**config.mk**
```make
export PLATFORM = sky130hd
export DESIGN_NAME = hazard_ctrl_flat
export DESIGN_NICKNAME = d
export VERILOG_FILES = /design/src/rtl/hazard_ctrl_pkg.sv /design/src/rtl/hazard_ctrl_if.sv /design/src/rtl/hazard_ctrl_hazard_detect.sv /design/src/rtl/hazard_ctrl.sv /design/src/flat_wrapper.sv
export SDC_FILE = /design/constraint.sdc
export NUM_CORES = 1
export LEC_CHECK = 0
export ABC_AREA = 1
export CORE_MARGIN = 3
export CORE_UTILIZATION = 48
export CTS_CLUSTER_DIAMETER = 60
export CTS_CLUSTER_SIZE = 30
export DETAILED_ROUTE_END_ITERATION = 12
export PLACE_DENSITY = 0.79
export SYNTH_ARGS = -nofsm -noshare
export SYNTH_HDL_FRONTEND = slang
export SYNTH_HIERARCHICAL = 1
export SYNTH_SLANG_ARGS = --single-unit
```
**constraint.sdc**
```tcl
create_clock -name clk -period 2.07 [get_ports clk]
set_clock_uncertainty 0.05 [all_clocks]
set_input_delay 0.414 -clock clk [delete_from_list [all_inputs] [get_ports clk]]
set_output_delay 0.414 -clock clk [all_outputs]
set_load 0.02 [all_outputs]
```
**src/rtl/hazard_ctrl_pkg.sv**
```systemverilog
// Shared definitions for the pipeline stall/flush controller:
// FSM encoding, the hard-wired zero register, and the register-match helper.
package hazard_ctrl_pkg;

  typedef enum logic {
    RUN      = 1'b0,
    MEM_WAIT = 1'b1
  } hz_state_e;

  localparam logic [4:0] REG_ZERO = 5'd0;

  // True when a writing stage targets a register the ID instruction reads.
  function automatic logic dest_hit(
    input logic [4:0] dest,
    input logic       wb_en,
    input logic [4:0] src1,
    input logic [4:0] src2,
    input logic       two_src
  );
    return wb_en && (dest != REG_ZERO) &&
           ((dest == src1) || (two_src && (dest == src2)));
  endfunction

endpackage

```
**src/rtl/hazard_ctrl_if.sv**
```systemverilog
// Pipeline-side connection bundle of hazard_ctrl: hazard sources in,
// stall/flush controls and status out.
interface hazard_ctrl_if #(
  parameter int CNT_W = 16
);
  logic             fwd_en;
  logic [4:0]       id_src1;
  logic [4:0]       id_src2;
  logic             id_two_src;
  logic [4:0]       exe_dest;
  logic             exe_wb_en;
  logic             exe_mem_read;
  logic [4:0]       mem_dest;
  logic             mem_wb_en;
  logic             br_taken;
  logic             mem_req;
  logic             mem_ready;
  logic             pc_freeze;
  logic             if_id_freeze;
  logic             if_id_flush;
  logic             id_exe_flush;
  logic             exe_mem_freeze;
  logic             mem_timeout;
  logic [CNT_W-1:0] stall_cnt;

  modport master (
    output fwd_en, id_src1, id_src2, id_two_src, exe_dest, exe_wb_en,
           exe_mem_read, mem_dest, mem_wb_en, br_taken, mem_req, mem_ready,
    input  pc_freeze, if_id_freeze, if_id_flush, id_exe_flush,
           exe_mem_freeze, mem_timeout, stall_cnt
  );

  modport slave (
    input  fwd_en, id_src1, id_src2, id_two_src, exe_dest, exe_wb_en,
           exe_mem_read, mem_dest, mem_wb_en, br_taken, mem_req, mem_ready,
    output pc_freeze, if_id_freeze, if_id_flush, id_exe_flush,
           exe_mem_freeze, mem_timeout, stall_cnt
  );
endinterface

```
**src/rtl/hazard_ctrl_hazard_detect.sv**
```systemverilog
// Combinational RAW compare of the ID sources against EXE and MEM destinations.
// With forwarding on, only a load in EXE still has to stall.
module hazard_detect
  import hazard_ctrl_pkg::*;
(
  input  logic       fwd_en,
  input  logic [4:0] id_src1,
  input  logic [4:0] id_src2,
  input  logic       id_two_src,
  input  logic [4:0] exe_dest,
  input  logic       exe_wb_en,
  input  logic       exe_mem_read,
  input  logic [4:0] mem_dest,
  input  logic       mem_wb_en,
  output logic       hz_exe,
  output logic       hz_mem,
  output logic       data_hz
);

  // Per-stage match and the forwarding-dependent stall decision.
  always_comb begin
    hz_exe = dest_hit(exe_dest, exe_wb_en, id_src1, id_src2, id_two_src);
    hz_mem = dest_hit(mem_dest, mem_wb_en, id_src1, id_src2, id_two_src);
    if (fwd_en) begin
      data_hz = hz_exe && exe_mem_read;
    end else begin
      data_hz = hz_exe || hz_mem;
    end
  end

endmodule

```
**src/rtl/hazard_ctrl.sv**
```systemverilog
// Central stall/flush controller: memory-wait freeze, taken-branch flush,
// data-hazard bubble, plus a sticky memory timeout and saturating stall count.
module hazard_ctrl
  import hazard_ctrl_pkg::*;
#(
  parameter int TIMEOUT = 64,
  parameter int CNT_W   = 16
) (
  input logic         clk,
  input logic         rst,
  hazard_ctrl_if.slave bus
);

  localparam int WC_W = $clog2(TIMEOUT + 1);

  hz_state_e        state_r;
  logic [WC_W-1:0]  wait_cnt_r;
  logic [WC_W-1:0]  wait_inc_s;
  logic             mem_timeout_r;
  logic [CNT_W-1:0] stall_cnt_r;
  logic             hz_exe_s;
  logic             hz_mem_s;
  logic             data_hz_s;
  logic             mem_stall_s;
  logic             pc_freeze_s;
  logic             if_id_freeze_s;
  logic             if_id_flush_s;
  logic             id_exe_flush_s;
  logic             exe_mem_freeze_s;

  hazard_detect u_detect (
    .fwd_en       (bus.fwd_en),
    .id_src1      (bus.id_src1),
    .id_src2      (bus.id_src2),
    .id_two_src   (bus.id_two_src),
    .exe_dest     (bus.exe_dest),
    .exe_wb_en    (bus.exe_wb_en),
    .exe_mem_read (bus.exe_mem_read),
    .mem_dest     (bus.mem_dest),
    .mem_wb_en    (bus.mem_wb_en),
    .hz_exe       (hz_exe_s),
    .hz_mem       (hz_mem_s),
    .data_hz      (data_hz_s)
  );

  // Prioritised zero-latency controls; a memory wait masks the branch,
  // which is re-presented once the pipeline is released.
  always_comb begin
    pc_freeze_s      = 1'b0;
    if_id_freeze_s   = 1'b0;
    if_id_flush_s    = 1'b0;
    id_exe_flush_s   = 1'b0;
    exe_mem_freeze_s = 1'b0;
    mem_stall_s      = ((state_r == MEM_WAIT) || bus.mem_req) && !bus.mem_ready;
    if (!rst) begin
      pc_freeze_s = 1'b0;
    end else if (mem_stall_s) begin
      pc_freeze_s      = 1'b1;
      if_id_freeze_s   = 1'b1;
      exe_mem_freeze_s = 1'b1;
    end else if (bus.br_taken) begin
      if_id_flush_s  = 1'b1;
      id_exe_flush_s = 1'b1;
    end else if (data_hz_s) begin
      pc_freeze_s    = 1'b1;
      if_id_freeze_s = 1'b1;
      id_exe_flush_s = 1'b1;
    end else begin
      pc_freeze_s = 1'b0;
    end
  end

  assign wait_inc_s = wait_cnt_r + {{(WC_W-1){1'b0}}, 1'b1};

  // Wait FSM, timeout detection and stall statistics.
  always_ff @(posedge clk) begin
    if (!rst) begin
      state_r       <= RUN;
      wait_cnt_r    <= '0;
      mem_timeout_r <= 1'b0;
      stall_cnt_r   <= '0;
    end else begin
      case (state_r)
        RUN: begin
          wait_cnt_r <= '0;
          if (bus.mem_req && !bus.mem_ready) begin
            state_r <= MEM_WAIT;
          end else begin
            state_r <= RUN;
          end
        end
        MEM_WAIT: begin
          if (bus.mem_ready) begin
            state_r    <= RUN;
            wait_cnt_r <= '0;
          end else begin
            // The entry cycle in RUN is the first wait cycle, so reaching
            // TIMEOUT-1 here means TIMEOUT stalled cycles have elapsed.
            if (wait_cnt_r != WC_W'(TIMEOUT)) begin
              wait_cnt_r <= wait_inc_s;
            end else begin
              wait_cnt_r <= wait_cnt_r;
            end
            if ((wait_cnt_r != WC_W'(TIMEOUT)) && (wait_inc_s == WC_W'(TIMEOUT - 1))) begin
              mem_timeout_r <= 1'b1;
            end else begin
              mem_timeout_r <= mem_timeout_r;
            end
          end
        end
        default: begin
          state_r    <= RUN;
          wait_cnt_r <= '0;
        end
      endcase
      if (pc_freeze_s && (stall_cnt_r != {CNT_W{1'b1}})) begin
        stall_cnt_r <= stall_cnt_r + {{(CNT_W-1){1'b0}}, 1'b1};
      end else begin
        stall_cnt_r <= stall_cnt_r;
      end
    end
  end

  assign bus.pc_freeze      = pc_freeze_s;
  assign bus.if_id_freeze   = if_id_freeze_s;
  assign bus.if_id_flush    = if_id_flush_s;
  assign bus.id_exe_flush   = id_exe_flush_s;
  assign bus.exe_mem_freeze = exe_mem_freeze_s;
  assign bus.mem_timeout    = mem_timeout_r;
  assign bus.stall_cnt      = stall_cnt_r;

endmodule

```
**src/flat_wrapper.sv**
```systemverilog
// flat-port wrapper written by rule: the top's interface ports become plain ports
module hazard_ctrl_flat import hazard_ctrl_pkg::*;
#(
  parameter int TIMEOUT = 64,
  parameter int CNT_W   = 16
)
  (clk, rst, bus_fwd_en, bus_id_src1, bus_id_src2, bus_id_two_src, bus_exe_dest, bus_exe_wb_en, bus_exe_mem_read, bus_mem_dest, bus_mem_wb_en, bus_br_taken, bus_mem_req, bus_mem_ready, bus_pc_freeze, bus_if_id_freeze, bus_if_id_flush, bus_id_exe_flush, bus_exe_mem_freeze, bus_mem_timeout, bus_stall_cnt);
  hazard_ctrl_if #(.CNT_W(CNT_W)) bus_i ();
  input logic clk;
  input logic rst;
  input wire logic [$bits(bus_i.fwd_en)-1:0] bus_fwd_en;
  input wire logic [$bits(bus_i.id_src1)-1:0] bus_id_src1;
  input wire logic [$bits(bus_i.id_src2)-1:0] bus_id_src2;
  input wire logic [$bits(bus_i.id_two_src)-1:0] bus_id_two_src;
  input wire logic [$bits(bus_i.exe_dest)-1:0] bus_exe_dest;
  input wire logic [$bits(bus_i.exe_wb_en)-1:0] bus_exe_wb_en;
  input wire logic [$bits(bus_i.exe_mem_read)-1:0] bus_exe_mem_read;
  input wire logic [$bits(bus_i.mem_dest)-1:0] bus_mem_dest;
  input wire logic [$bits(bus_i.mem_wb_en)-1:0] bus_mem_wb_en;
  input wire logic [$bits(bus_i.br_taken)-1:0] bus_br_taken;
  input wire logic [$bits(bus_i.mem_req)-1:0] bus_mem_req;
  input wire logic [$bits(bus_i.mem_ready)-1:0] bus_mem_ready;
  output wire logic [$bits(bus_i.pc_freeze)-1:0] bus_pc_freeze;
  output wire logic [$bits(bus_i.if_id_freeze)-1:0] bus_if_id_freeze;
  output wire logic [$bits(bus_i.if_id_flush)-1:0] bus_if_id_flush;
  output wire logic [$bits(bus_i.id_exe_flush)-1:0] bus_id_exe_flush;
  output wire logic [$bits(bus_i.exe_mem_freeze)-1:0] bus_exe_mem_freeze;
  output wire logic [$bits(bus_i.mem_timeout)-1:0] bus_mem_timeout;
  output wire logic [$bits(bus_i.stall_cnt)-1:0] bus_stall_cnt;
  assign bus_i.fwd_en = bus_fwd_en;
  assign bus_i.id_src1 = bus_id_src1;
  assign bus_i.id_src2 = bus_id_src2;
  assign bus_i.id_two_src = bus_id_two_src;
  assign bus_i.exe_dest = bus_exe_dest;
  assign bus_i.exe_wb_en = bus_exe_wb_en;
  assign bus_i.exe_mem_read = bus_exe_mem_read;
  assign bus_i.mem_dest = bus_mem_dest;
  assign bus_i.mem_wb_en = bus_mem_wb_en;
  assign bus_i.br_taken = bus_br_taken;
  assign bus_i.mem_req = bus_mem_req;
  assign bus_i.mem_ready = bus_mem_ready;
  assign bus_pc_freeze = bus_i.pc_freeze;
  assign bus_if_id_freeze = bus_i.if_id_freeze;
  assign bus_if_id_flush = bus_i.if_id_flush;
  assign bus_id_exe_flush = bus_i.id_exe_flush;
  assign bus_exe_mem_freeze = bus_i.exe_mem_freeze;
  assign bus_mem_timeout = bus_i.mem_timeout;
  assign bus_stall_cnt = bus_i.stall_cnt;
  hazard_ctrl #(.TIMEOUT(TIMEOUT), .CNT_W(CNT_W)) u_core (.clk(clk), .rst(rst), .bus(bus_i));
endmodule
```
Yosys cells after proc, flatten, opt, wreduce, memory -nomap -nowiden --
Cells that the tools add are included.
Word-level totals: register bits 25, input port bits 30, logic and storage cells 54
Operators by class: add/subtract/negate cells 2, equality and inequality tests 8, multiplexer cells 19, bitwise gates (word level) 2, reduce and logical (&&, ||, !) cells 19
Operator list (count):
- equality test 5 bit | 4
- adder 16 x 1 -> 16 bit, second input constant | 1
- inequality test 16 bit, second input constant | 1
- two-way mux 1 bit | 15
- two-way mux 7 bit | 2
- case mux 7 bit (2 select lines) | 1
- logical AND 1 bit | 11
- nonzero test 5 bit | 2
- adder 7 x 1 -> 7 bit, second input constant | 1
- equality test 7 x 6 -> 1 bit, second input constant | 1
- inequality test 7 bit, second input constant | 1
- logical OR 1 bit | 4
- inequality test 3 bit, second input constant | 1
- AND reduction 3 bit | 1
- inverter 1 bit | 2
- case mux 1 bit (2 select lines) | 1
- zero test 1 bit | 1

Logic depth before layout (Yosys ltp) --
Gate-level depths: netlist of run 1.
word-level depth 11, mapped depth 16

Hierarchy --
The synthesis of run 1 kept the hierarchy.
Modules (own cells, without submodules):
- hazard_ctrl | instances 1, cells each 221, area each 1436.4 um^2, sequential area each 500.5 um^2
- hazard_detect | instances 1, cells each 106, area each 425.4 um^2, sequential area each 0.0 um^2

Least setup slack after synthesis of run 1 --
Ideal clock, no wire load.
path type input-to-output, from input port bus_mem_dest[0], to output port bus_pc_freeze, arrival 1.419 ns, data required time 1.606 ns, path slack 0.187 ns, stages on the path 13, buffers on the path 1, path through inv_1 nand2_1 nand2_1 nor2_1 nand3_1 nand2_1 nand3_1 nand2_1 nand2_1 nand2_1 nand2_1 inv_1 buf_4
Between the ends: cells in the longest elaborated chain, start to end 10, elaborated cells on any way between the ends 13, those cells by class eq/ne (2); mux (5); reduce/logical (6)
Ends and longest elaborated chain:
- start, declared | RTL line flat_wrapper.sv:18 | input wire logic [$bits(bus_i.mem_dest)-1:0] bus_mem_dest;
- equality test 5 bit | RTL line hazard_ctrl_pkg.sv:21 | ((dest == src1) || (two_src && (dest == src2)));
- logical AND 1 bit | RTL line hazard_ctrl_pkg.sv:21
- logical OR 1 bit | RTL line hazard_ctrl_pkg.sv:21
- logical AND 1 bit * | RTL line hazard_ctrl_pkg.sv:20 | return wb_en && (dest != REG_ZERO) &&
- logical OR 1 bit * | RTL line hazard_ctrl_hazard_detect.sv:27 | data_hz = hz_exe || hz_mem;
- two-way mux 1 bit * | RTL line hazard_ctrl_hazard_detect.sv:24 | if (fwd_en) begin
- net u_core.data_hz_s | RTL line hazard_ctrl.sv:23 | logic data_hz_s;
- two-way mux 1 bit * (4 in a row)
- end, declared | RTL line flat_wrapper.sv:23 | output wire logic [$bits(bus_i.pc_freeze)-1:0] bus_pc_freeze;
The timed path passes the listed nets; every way through them passes the cells marked *.

Worst setup path after layout of run 1 --
from input port bus_exe_mem_read, to output port bus_id_exe_flush
Between the ends: cells in the longest elaborated chain, start to end 6
Ends and longest elaborated chain:
- start, declared | RTL line flat_wrapper.sv:17 | input wire logic [$bits(bus_i.exe_mem_read)-1:0] bus_exe_mem_read;
- logical AND 1 bit | RTL line hazard_ctrl_hazard_detect.sv:25 | data_hz = hz_exe && exe_mem_read;
- two-way mux 1 bit | RTL line hazard_ctrl_hazard_detect.sv:24
- net u_core.data_hz_s | RTL line hazard_ctrl.sv:23
- two-way mux 1 bit | RTL line hazard_ctrl.sv:64 | end else if (data_hz_s) begin
- two-way mux 1 bit | RTL line hazard_ctrl.sv:61 | end else if (bus.br_taken) begin
- two-way mux 1 bit | RTL line hazard_ctrl.sv:57 | end else if (mem_stall_s) begin
- two-way mux 1 bit | RTL line hazard_ctrl.sv:55 | if (!rst) begin
- end, declared | RTL line flat_wrapper.sv:26 | output wire logic [$bits(bus_i.id_exe_flush)-1:0] bus_id_exe_flush;
The timed path passes the listed nets, and every way through them passes these cells.

==> out/results.md, run 1 <==
## Run status
- **run status** finished clean

## Placed design
- **total of buffers placed on input and output ports** 51
- **Post-DP HPWL** 3.59 mm
- **Placement Setup Slack** -751 ps
- **global placement routability congestion** 0.886

## STA
- **clock period minus worst slack** 2040 ps
- **final clock period utilization by the worst path** 98.5%
- **transition at the pin with the smallest max-transition slack** 358 ps
- **max-slew violation count** 0
- **count of endpoints failing hold in the final timing report** 0
- **Max-Slew Margin vs Limit** 76.0%
- **number of failing setup endpoints in the final timing report** 0
- **Peak Freq** 0.490 GHz
- **Final WS setup** 31.1 ps

## Final layout
- **ant diodes** 0
- **layout cells sized above 1** 17.2%
- **Area Overhead vs Synth** 33.0%
- **number of filler instances in the final layout** 331
- **post-layout net count** 424

## CTS
- **buffer cell driving the clock tree root** sky130_fd_sc_hd__clkbuf_8
- **number of sinks handled by clock tree synthesis** 25
- **setup repair bufs after CTS** 0
- **clock-pin transition on the worst setup and hold timing paths** 80 ps
- **worst-skew pair later-pin latency** 270 ps
- **H-tree lvl count** 1
- **clock tree from TritonCTS** done
- **maximum clock insertion buffer count** 2
- **hold-fix buffer count after cts** 0
- **clock buffer count from CTS** 3

## Power and ir drop
- **areal power density over the cells** 401 nW/µm²
- **Worst VDD drop** 0.000281 V
- **overall power after layout** 0.000989 W
- **Pleak** 1.14 nW

## Logic synthesis
- **net count after synthesis** 359
- **gate count of the mapped netlist** 325
- **total standard cell area after synthesis** 1850 µm²
- **mean instance size in the synthesized netlist** 5.70 µm²
- **Warnings, synthesis** 6

## Hold path
- **hold depth** 2
- **Hold EP** u_core/bus.mem_timeout
- **Min-Delay Startpoint** u_core/bus.mem_timeout
- **worst min-delay path class** reg2reg

## Setup path
- **Critical Path Stages** 7
- **Slowest Stage Delay on Critical Path** 400 ps
- **crit-path leading delay family** buffers and inverters
- **cell-by-cell listing of the critical path** clkdlybuf4s50_1 -> or2_4 -> nand3_2 -> nand2_1 -> o21ai_0 -> nor2_1 -> buf_2
- **reg-to-reg endpoint** u_core/bus.stall_cnt[1]
- **highest-delay cell along the critical path** sky130_fd_sc_hd__clkdlybuf4s50_1
- **largest fanout on the critical path** 2
- **worst path buffer plus inverter count** 2
- **Worst Setup End Kind** output pin
- **R2R Path Start** u_core/bus.stall_cnt[0]
- **Arr. time, crit path** 1570 ps
- **CP Class** in2out
- **worst path required time** 1610 ps
- **worst r2r path cells** 9
- **category of the worst setup path launch point** primary input
- **worst reg2reg setup slack** 430 ps

## Drt
- **first-pass iteration count of the detailed router** 4
- **routed length per instance** 10.7 µm
- **total wire length after detailed routing** 4.66 mm
- **number of vias in the routed layout** 2089
- **vias per std cell** 4.80
- **DRC errors left** 0
- **antenna viol nets, final** 0
- **1st-iter DRT viols** 167

## Run
- **number of violations of the max-capacitance limit** 0

## Floorplanning
- **full die area** 4640 µm²
- **area of the placeable core** 3520 µm²
- **Die Width** 68.1 µm
- **boundary pin count** 52
- **Starting Density** 52.6%
- **FP Rows** 21
- **die height** 68.1 µm

## Global route
- **vias in the first global route** 1887
- **gr ovfl total** 0
- **total routing resource utilization after global routing** 21.0%
- **initial antenna violation count** 0
- **maximum number of pins on one net before global-route repair** 18
- **first-pass GRT wire length** 7.67 mm

-- flip-flops by register name (all words and copies together) (netlist names) --
name                    flops
u_core/bus.mem_timeout      1
u_core/bus.stall_cnt       16
u_core/state_r              1
u_core/wait_cnt_r           7
-- worst max-delay path by stage --
| stage | startpoint | to | slack, ps |
|---|---|---|---|
| 2_1_floorplan | bus_mem_dest[0] | bus_pc_freeze | 210 |
| 3_3_place_gp | bus_mem_dest[3] | bus_pc_freeze | -740 |
| 3_5_place_dp | bus_mem_dest[4] | bus_if_id_freeze | -750 |
| 4_1_cts | bus_mem_dest[4] | bus_if_id_freeze | 3 |
| 5_1_grt | bus_id_src1[4] | bus_if_id_freeze | -60 |
| 6_report | bus_exe_mem_read | bus_id_exe_flush | 30 |
-- final cells by class --
cell class / count / area [µm²] / area share, %
Sequential cell: 25 / 500 / 20.3
Inverter: 45 / 171 / 6.96
Multi-Input combinational cell: 251 / 1190 / 48.4
Timing Repair Buffer: 64 / 497 / 20.2
Clock buffer: 4 / 45.0 / 1.83
Tap cell: 46 / 57.6 / 2.34
-- cells in the final DEF (no fill, tap or decap), types with 5 or more instances in the layout --
| cell | n |
|---|---|
| sky130_fd_sc_hd__a21oi_1 | 17 |
| sky130_fd_sc_hd__buf_4 | 13 |
| sky130_fd_sc_hd__clkbuf_2 | 19 |
| sky130_fd_sc_hd__clkdlybuf4s50_1 | 24 |
| sky130_fd_sc_hd__dfxtp_1 | 25 |
| sky130_fd_sc_hd__inv_1 | 35 |
| sky130_fd_sc_hd__inv_2 | 8 |
| sky130_fd_sc_hd__nand2_1 | 130 |
| sky130_fd_sc_hd__nand3_1 | 14 |
| sky130_fd_sc_hd__nand4_1 | 5 |
| sky130_fd_sc_hd__nor2_1 | 39 |
| sky130_fd_sc_hd__nor2_2 | 5 |
| sky130_fd_sc_hd__o21ai_0 | 5 |
| sky130_fd_sc_hd__xnor2_1 | 6 |
| sky130_fd_sc_hd__xor2_1 | 6 |
-- worst reg2reg max path, delay by kind of cell (launching register included) --
family	cells	cell delay, ps
AOI/OAI and AO/OA	1	140
adders and majority gates	1	220
buffers and inverters	1	160
DFF	1	400
and+or+nand+nor	6	580
-- metrics by stage --
stage / hold WS, ps / setup TNS [ps] / area (µm²) / instances / utilization [%]
after floorplan: 440 / 0 / 1850 / 325 / -
after global placement: 386 / -8830 / 2490 / 431 / 70.6
after detailed placement: 394 / -9020 / 2490 / 431 / 70.6
after CTS: 407 / 0 / 2540 / 435 / 72.0
after global routing: 442 / -156 / 2460 / 435 / 70.0
final: 406 / 0 / 2460 / 435 / 70.0
-- layer usage --
| layer | track usage [%] | share of wire (%) | vias to the layer above | routed length, µm |
|---|---|---|---|---|
| li1 | - | - | 1121 | - |
| met1 | 26.6 | 45 | 899 | 2100 |
| met2 | 37.5 | 48 | 67 | 2220 |
| met3 | 3.94 | 6.8 | 2 | 318 |
| met4 | 2.98 | 0.41 | 0 | 19 |
| met5 | 0 | 0 | - | 0 |
-- what timing repair did --
item	in CTS	in global routing
endpoints found under the setup margin	21	19
gates resized for setup	61	38
pin swaps	11	9
-- report_power, final --
part	total [W]	leakage, nW	switching [W]	internal, W
sequential	0.000489	0.202	0.00000433	0.000485
clock	0.000294	0.0228	0.000156	0.000138
combinational	0.000206	0.919	0.000114	0.0000921
total	0.000989	1.14	0.000274	0.000715
(Power assumes the default switching activity.)
==> run 2, diff against run 1 <==
- CORE_ASPECT_RATIO: unset -> 1.4
==> out/results.md, run 2 (synthesis results as in run 1) <==
## Run status
- **run status** finished clean

## Final layout
- **most frequent standard cell in the layout excluding fill and tap cells** sky130_fd_sc_hd__nand2_1
- **Final Util** 67.2%, -2.7 points
- **ant diodes** 0, unchanged
- **number of flip-flops under the largest register name** 16, unchanged
- **layout cells sized above 1** 17.4%, +0.21 points
- **post-layout net count** 425, +0.24%
- **most used cells in the layout excluding fill and tap cells** sky130_fd_sc_hd__nand2_1, sky130_fd_sc_hd__nor2_1, sky130_fd_sc_hd__inv_1
- **Area Overhead vs Synth** 33.4%

## Drt
- **vias per std cell** 4.88, +1.7%
- **total wire length after detailed routing** 4.60 mm, -1.3%
- **number of vias in the routed layout** 2109, +0.96%
- **antenna viol nets, final** 0, unchanged
- **1st-iter DRT viols** 97, -42%
- **first-pass iteration count of the detailed router** 4, unchanged
- **DRC errors left** 0, unchanged
- **routed length per instance** 10.6 µm, -0.65%

## STA
- **final clock period utilization by the worst path** 95.8%, -2.7 points
- **clock period minus worst slack** 1980 ps, -56.3 ps
- **max-slew violation count** 0, unchanged
- **count of endpoints failing hold in the final timing report** 0, unchanged
- **transition at the pin with the smallest max-transition slack** 425 ps, +66.6 ps
- **Max-Slew Margin vs Limit** 71.6%, -4.5 points
- **number of failing setup endpoints in the final timing report** 0, unchanged
- **post-route worst hold slack** 405 ps, -0.843 ps
- **Peak Freq** 0.504 GHz, +2.8%

## Floorplanning
- **FP Rows** 26, +24%
- **die height** 79.5 µm, +17%
- **Starting Density** 50.4%, -2.2 points
- **boundary pin count** 52, unchanged
- **Die Width** 58.5 µm, -14%
- **full die area** 4650 µm², +0.23%
- **area of the placeable core** 3680 µm², +4.4%

## Placed design
- **global placement routability congestion** 0.932, +5.2%
- **Post-DP HPWL** 3.57 mm, -0.57%
- **total of buffers placed on input and output ports** 51, unchanged

## Setup path
- **category of the worst setup path launch point** primary input
- **CP Class** in2out
- **cell-by-cell listing of the critical path** clkdlybuf4s50_1 -> or2_4 -> nand3_2 -> nand2_2 -> o21ai_0 -> nor2_1 -> buf_2
- **worst reg2reg setup slack** 440 ps, about the same
- **start point of the critical path** bus_exe_mem_read
- **highest-delay cell along the critical path** sky130_fd_sc_hd__clkdlybuf4s50_1
- **worst path required time** 1610 ps, about the same
- **largest fanout on the critical path** 2, unchanged
- **crit-path leading delay family** buffers and inverters
- **Arr. time, crit path** 1520 ps, -50 ps
- **Slowest Stage Delay on Critical Path** 400 ps, about the same
- **R2R Path Start** u_core/bus.stall_cnt[0]
- **Worst Setup End Kind** output pin
- **worst path buffer plus inverter count** 2, unchanged

## Power and ir drop
- **clock power share** 30.2%, +0.5 points
- **areal power density over the cells** 402 nW/µm², about the same
- **Pleak** 1.15 nW, +0.15%
- **Switching Fraction** 27.9%, +0.16 points
- **Worst VDD drop** 0.000295 V, +5.2%
- **power spent charging and discharging nets** 0.000277 W, +0.92%
- **share of power burned in registers** 49.3%, -0.2 points
- **combinational fraction of design power** 20.6%, -0.3 points
- **internal power consumption** 0.000716 W, +0.13%

## CTS
- **hold-fix buffer count after cts** 0, unchanged
- **number of sinks handled by clock tree synthesis** 25, unchanged
- **worst-skew pair later-pin latency** 270 ps, about the same
- **clock tree from TritonCTS** done
- **buffer cell driving the clock tree root** sky130_fd_sc_hd__clkbuf_8
- **clock buffer count from CTS** 3, unchanged
- **clock-pin transition on the worst setup and hold timing paths** 90 ps, about the same
- **H-tree lvl count** 1, unchanged
- **maximum clock insertion buffer count** 2, unchanged

## Run
- **number of violations of the max-capacitance limit** 0, unchanged

## Global route
- **initial antenna violation count** 0, unchanged
- **gr ovfl total** 0, unchanged
- **total routing resource utilization after global routing** 20.3%, -0.76 points
- **first-pass GRT wire length** 7.60 mm, -0.90%
- **vias in the first global route** 1919, +1.7%
- **maximum number of pins on one net before global-route repair** 18, unchanged

## Hold path
- **Min-Delay Startpoint** u_core/bus.mem_timeout
- **worst min-delay path class** reg2reg

[run 2: cell count changes in the layout (fill, tap and decap cells not counted), moves of 2 or more]
cell / previous run / this run
sky130_fd_sc_hd__a21oi_2: 0 / 2
sky130_fd_sc_hd__clkbuf_2: 19 / 15
sky130_fd_sc_hd__nor2_1: 39 / 43
sky130_fd_sc_hd__buf_6: 2 / 4
sky130_fd_sc_hd__nor2_2: 5 / 1
sky130_fd_sc_hd__inv_2: 8 / 11
sky130_fd_sc_hd__buf_2: 3 / 5
sky130_fd_sc_hd__a21oi_1: 17 / 15
sky130_fd_sc_hd__inv_1: 35 / 32
[run 2: layer usage]
layer	vias up	track usage (%)	wire length, µm
met5	-	0	0
met4	0	8.35	95
met3	8	2.59	237
met2	64	36.9	2330
met1	912	22.9	1940
li1	1125	-	-
[run 2: power by group through the flow]
stage | clock network (W) | logic (W) | registers, W
after floorplan | 0 | 0.0000954 | 0.000503
after global placement | 0 | 0.000213 | 0.000500
after detailed placement | 0 | 0.000214 | 0.000500
after CTS | 0.000315 | 0.000205 | 0.000489
after global routing | 0.000326 | 0.000226 | 0.000490
final | 0.000300 | 0.000204 | 0.000489
[run 2: metrics by stage]
step | cell area (µm²) | setup WS [ps] | TNS [ps] | std cells | total power [W]
after floorplan | 1850 | 213 | 0 | 325 | 0.000599
after global placement | 2470 | -793 | -9200 | 426 | 0.000713
after detailed placement | 2470 | -817 | -9900 | 426 | 0.000715
after CTS | 2530 | 0.772 | 0 | 431 | 0.00101
after global routing | 2470 | -17.0 | -31.6 | 432 | 0.00104
final | 2470 | 87.4 | 0 | 432 | 0.000992
[run 2: cell type report]
type	count	area [µm²]
fill	365	1200
multi-input combinational	251	1180
timing repair buffer	65	518
sequential	25	500
inverter	45	171
tap	42	52.6
clock buffer	3	41.3
clock inverter	1	7.51
[run 2: timing repair]
item	4_1_cts	5_1_grt
gates resized for setup	59	49
endpoints found under the setup margin	21	21
pin swaps	8	15
buffers inserted	1	0
gates cloned	0	1
[run 2: final timing paths]
check | endpoint | depth (start not counted)
setup reg to reg | u_core/bus.stall_cnt[0] | 9
hold reg to reg | u_core/bus.mem_timeout | 2
hold / removal | u_core/bus.mem_timeout | 2
setup / recovery | bus_id_exe_flush | 7
[run 2: worst register-to-register path: stages, from the launching register on]
cell and delay [ps]:
sky130_fd_sc_hd__dfxtp_1 400, sky130_fd_sc_hd__ha_1 220, sky130_fd_sc_hd__nand2_1 100, sky130_fd_sc_hd__nor2_4 160, sky130_fd_sc_hd__nand2_2 90, sky130_fd_sc_hd__nor2_4 120
sky130_fd_sc_hd__nor2_4 70, sky130_fd_sc_hd__buf_6 130, sky130_fd_sc_hd__xnor2_1 130, sky130_fd_sc_hd__nor2_1 50
==> run 3, diff against run 2 <==
- RECOVER_POWER: unset -> 25
==> out/results.md, run 3 (synthesis results as in run 1) <==
## CTS
- **buffer cell driving the clock tree root** sky130_fd_sc_hd__clkbuf_8
- **clock-pin transition on the worst setup and hold timing paths** 90 ps, about the same
- **clock tree from TritonCTS** done
- **clock buffer count from CTS** 3, unchanged
- **maximum clock insertion buffer count** 2, unchanged
- **H-tree lvl count** 1, unchanged
- **number of sinks handled by clock tree synthesis** 25, unchanged
- **worst-skew pair later-pin latency** 270 ps, about the same

## Global route
- **gr busiest metal** met2
- **first-pass GRT wire length** 7.60 mm, unchanged
- **global-route track usage on met2** 36.9%, unchanged
- **maximum number of pins on one net before global-route repair** 18, unchanged
- **gr ovfl total** 0, unchanged
- **initial antenna violation count** 0, unchanged
- **grt met1 use** 22.9%, unchanged
- **vias in the first global route** 1919, unchanged
- **met3 usage in global routing** 2.59%, unchanged
- **total routing resource utilization after global routing** 20.3%, unchanged

## Power and ir drop
- **areal power density over the cells** 402 nW/µm², +0.16%
- **Worst VDD drop** 0.000295 V, about the same
- **share of power burned in registers** 49.3%, about the same
- **Pleak** 1.15 nW, +0.32%
- **power spent charging and discharging nets** 0.000278 W, +0.50%
- **internal power consumption** 0.000714 W, -0.18%
- **Switching Fraction** 28.0%, +0.14 points
- **clock power share** 30.3%, about the same
- **combinational fraction of design power** 20.4%, -0.2 points

## Final layout
- **number of flip-flops under the largest register name** 16, unchanged
- **Area Overhead vs Synth** 33.2%
- **Final Util** 67.1%, -0.10 points
- **layout cells sized above 1** 17.2%, -0.26 points
- **most used cells in the layout excluding fill and tap cells** sky130_fd_sc_hd__nand2_1, sky130_fd_sc_hd__nor2_1, sky130_fd_sc_hd__inv_1
- **post-layout net count** 425, unchanged
- **ant diodes** 0, unchanged
- **post-route cell area** 2470 µm², -0.15%
- **most frequent standard cell in the layout excluding fill and tap cells** sky130_fd_sc_hd__nand2_1

## STA
- **Max-Slew Margin vs Limit** 39.8%, -32 points
- **max-slew violation count** 0, unchanged
- **number of failing setup endpoints in the final timing report** 0, unchanged
- **clock period minus worst slack** 1980 ps, -1.09 ps
- **transition at the pin with the smallest max-transition slack** 903 ps, +478 ps
- **final clock period utilization by the worst path** 95.7%, about the same
- **count of endpoints failing hold in the final timing report** 0, unchanged
- **Peak Freq** 0.505 GHz, about the same

## Drt
- **DRC errors left** 0, unchanged
- **antenna viol nets, final** 0, unchanged
- **1st-iter DRT viols** 81, -16%
- **total wire length after detailed routing** 4.59 mm, about the same
- **first-pass iteration count of the detailed router** 4, unchanged
- **routed length per instance** 10.6 µm, about the same
- **vias per std cell** 4.88, about the same
- **number of vias in the routed layout** 2107, -0.095%

## Hold path
- **hold depth** 2, unchanged
- **worst min-delay path class** reg2reg

## Floorplanning
- **FP Rows** 26, unchanged
- **Starting Density** 50.4%, unchanged
- **area of the placeable core** 3680 µm², unchanged
- **die height** 79.5 µm, unchanged
- **boundary pin count** 52, unchanged
- **full die area** 4650 µm², unchanged
- **Die Width** 58.5 µm, unchanged

## Setup path
- **worst r2r path cells** 9, unchanged
- **CP Class** in2out
- **Worst Setup End Kind** output pin
- **largest fanout on the critical path** 2, unchanged
- **worst path required time** 1610 ps, about the same
- **cell-by-cell listing of the critical path** clkdlybuf4s50_1 -> or2_4 -> nand3_2 -> nand2_2 -> o21ai_0 -> nor2_1 -> buf_2
- **category of the worst setup path launch point** primary input
- **Arr. time, crit path** 1520 ps, about the same
- **Slowest Stage Delay on Critical Path** 400 ps, about the same
- **highest-delay cell along the critical path** sky130_fd_sc_hd__clkdlybuf4s50_1

## Placed design
- **total of buffers placed on input and output ports** 51, unchanged
- **Post-DP HPWL** 3.57 mm, unchanged
- **global placement routability congestion** 0.932, unchanged
- **total placed instance area** 2470 µm², unchanged

## Run
- **number of violations of the max-capacitance limit** 0, unchanged

## Run status
- **run status** finished clean

==> run 3: final cells by class <==
type,count,area (µm²)
timing repair buffer,65,514
sequential,25,500
multi-input combinational,251,1180
inverter,45,171
clock inverter,1,7.51
fill,365,1210
clock buffer,3,41.3
tap,42,52.6
==> run 3: repair_timing <==
item                       in CTS  in global routing
resized for setup              59                 49
gates cloned                    0                  1
setup endpoints to repair      21                 21
hold buffers                    0                  0
pin swaps                       8                 15
setup buffers                   1                  0
==> run 3: power groups by stage <==
| stage | clock network, W | registers [W] | logic [W] |
|---|---|---|---|
| 2_1_floorplan | 0 | 0.000503 | 0.0000954 |
| 3_3_place_gp | 0 | 0.000500 | 0.000213 |
| 3_5_place_dp | 0 | 0.000500 | 0.000214 |
| 4_1_cts | 0.000315 | 0.000489 | 0.000205 |
| 5_1_grt | 0.000326 | 0.000490 | 0.000225 |
| 6_report | 0.000301 | 0.000489 | 0.000203 |
==> run 3: metal layers <==
| layer | vias up | share of wire [%] |
|---|---|---|
| met5 | - | 0 |
| met4 | 0 | 2.1 |
| met3 | 8 | 5.3 |
| met2 | 69 | 50 |
| met1 | 903 | 42 |
| li1 | 1127 | - |
==> run 3: stage by stage <==
step	std cells	worst slack (ps)	hold WS [ps]	power, W	setup TNS, ps
finish	432	88.5	401	0.000993	0
global route	432	-17.0	434	0.00104	-62.0
CTS	431	0.772	412	0.00101	0
detailed placement	426	-817	397	0.000715	-9900
global placement	426	-793	388	0.000713	-9200
floorplan	325	213	440	0.000599	0
==> run 3: worst paths after layout <==
check                           from                      end  slack, ps
max                 bus_exe_mem_read         bus_id_exe_flush         90
max reg2reg  u_core/bus.stall_cnt[0]  u_core/bus.stall_cnt[0]        400
min reg2reg   u_core/bus.mem_timeout   u_core/bus.mem_timeout        400
min           u_core/bus.mem_timeout   u_core/bus.mem_timeout        400
==> run 3: critical path: cells and delay by family <==
family	cells	cell delay, ps
AOI/OAI and AO/OA	1	140
buffers and inverters	2	550
and+or+nand+nor	4	410
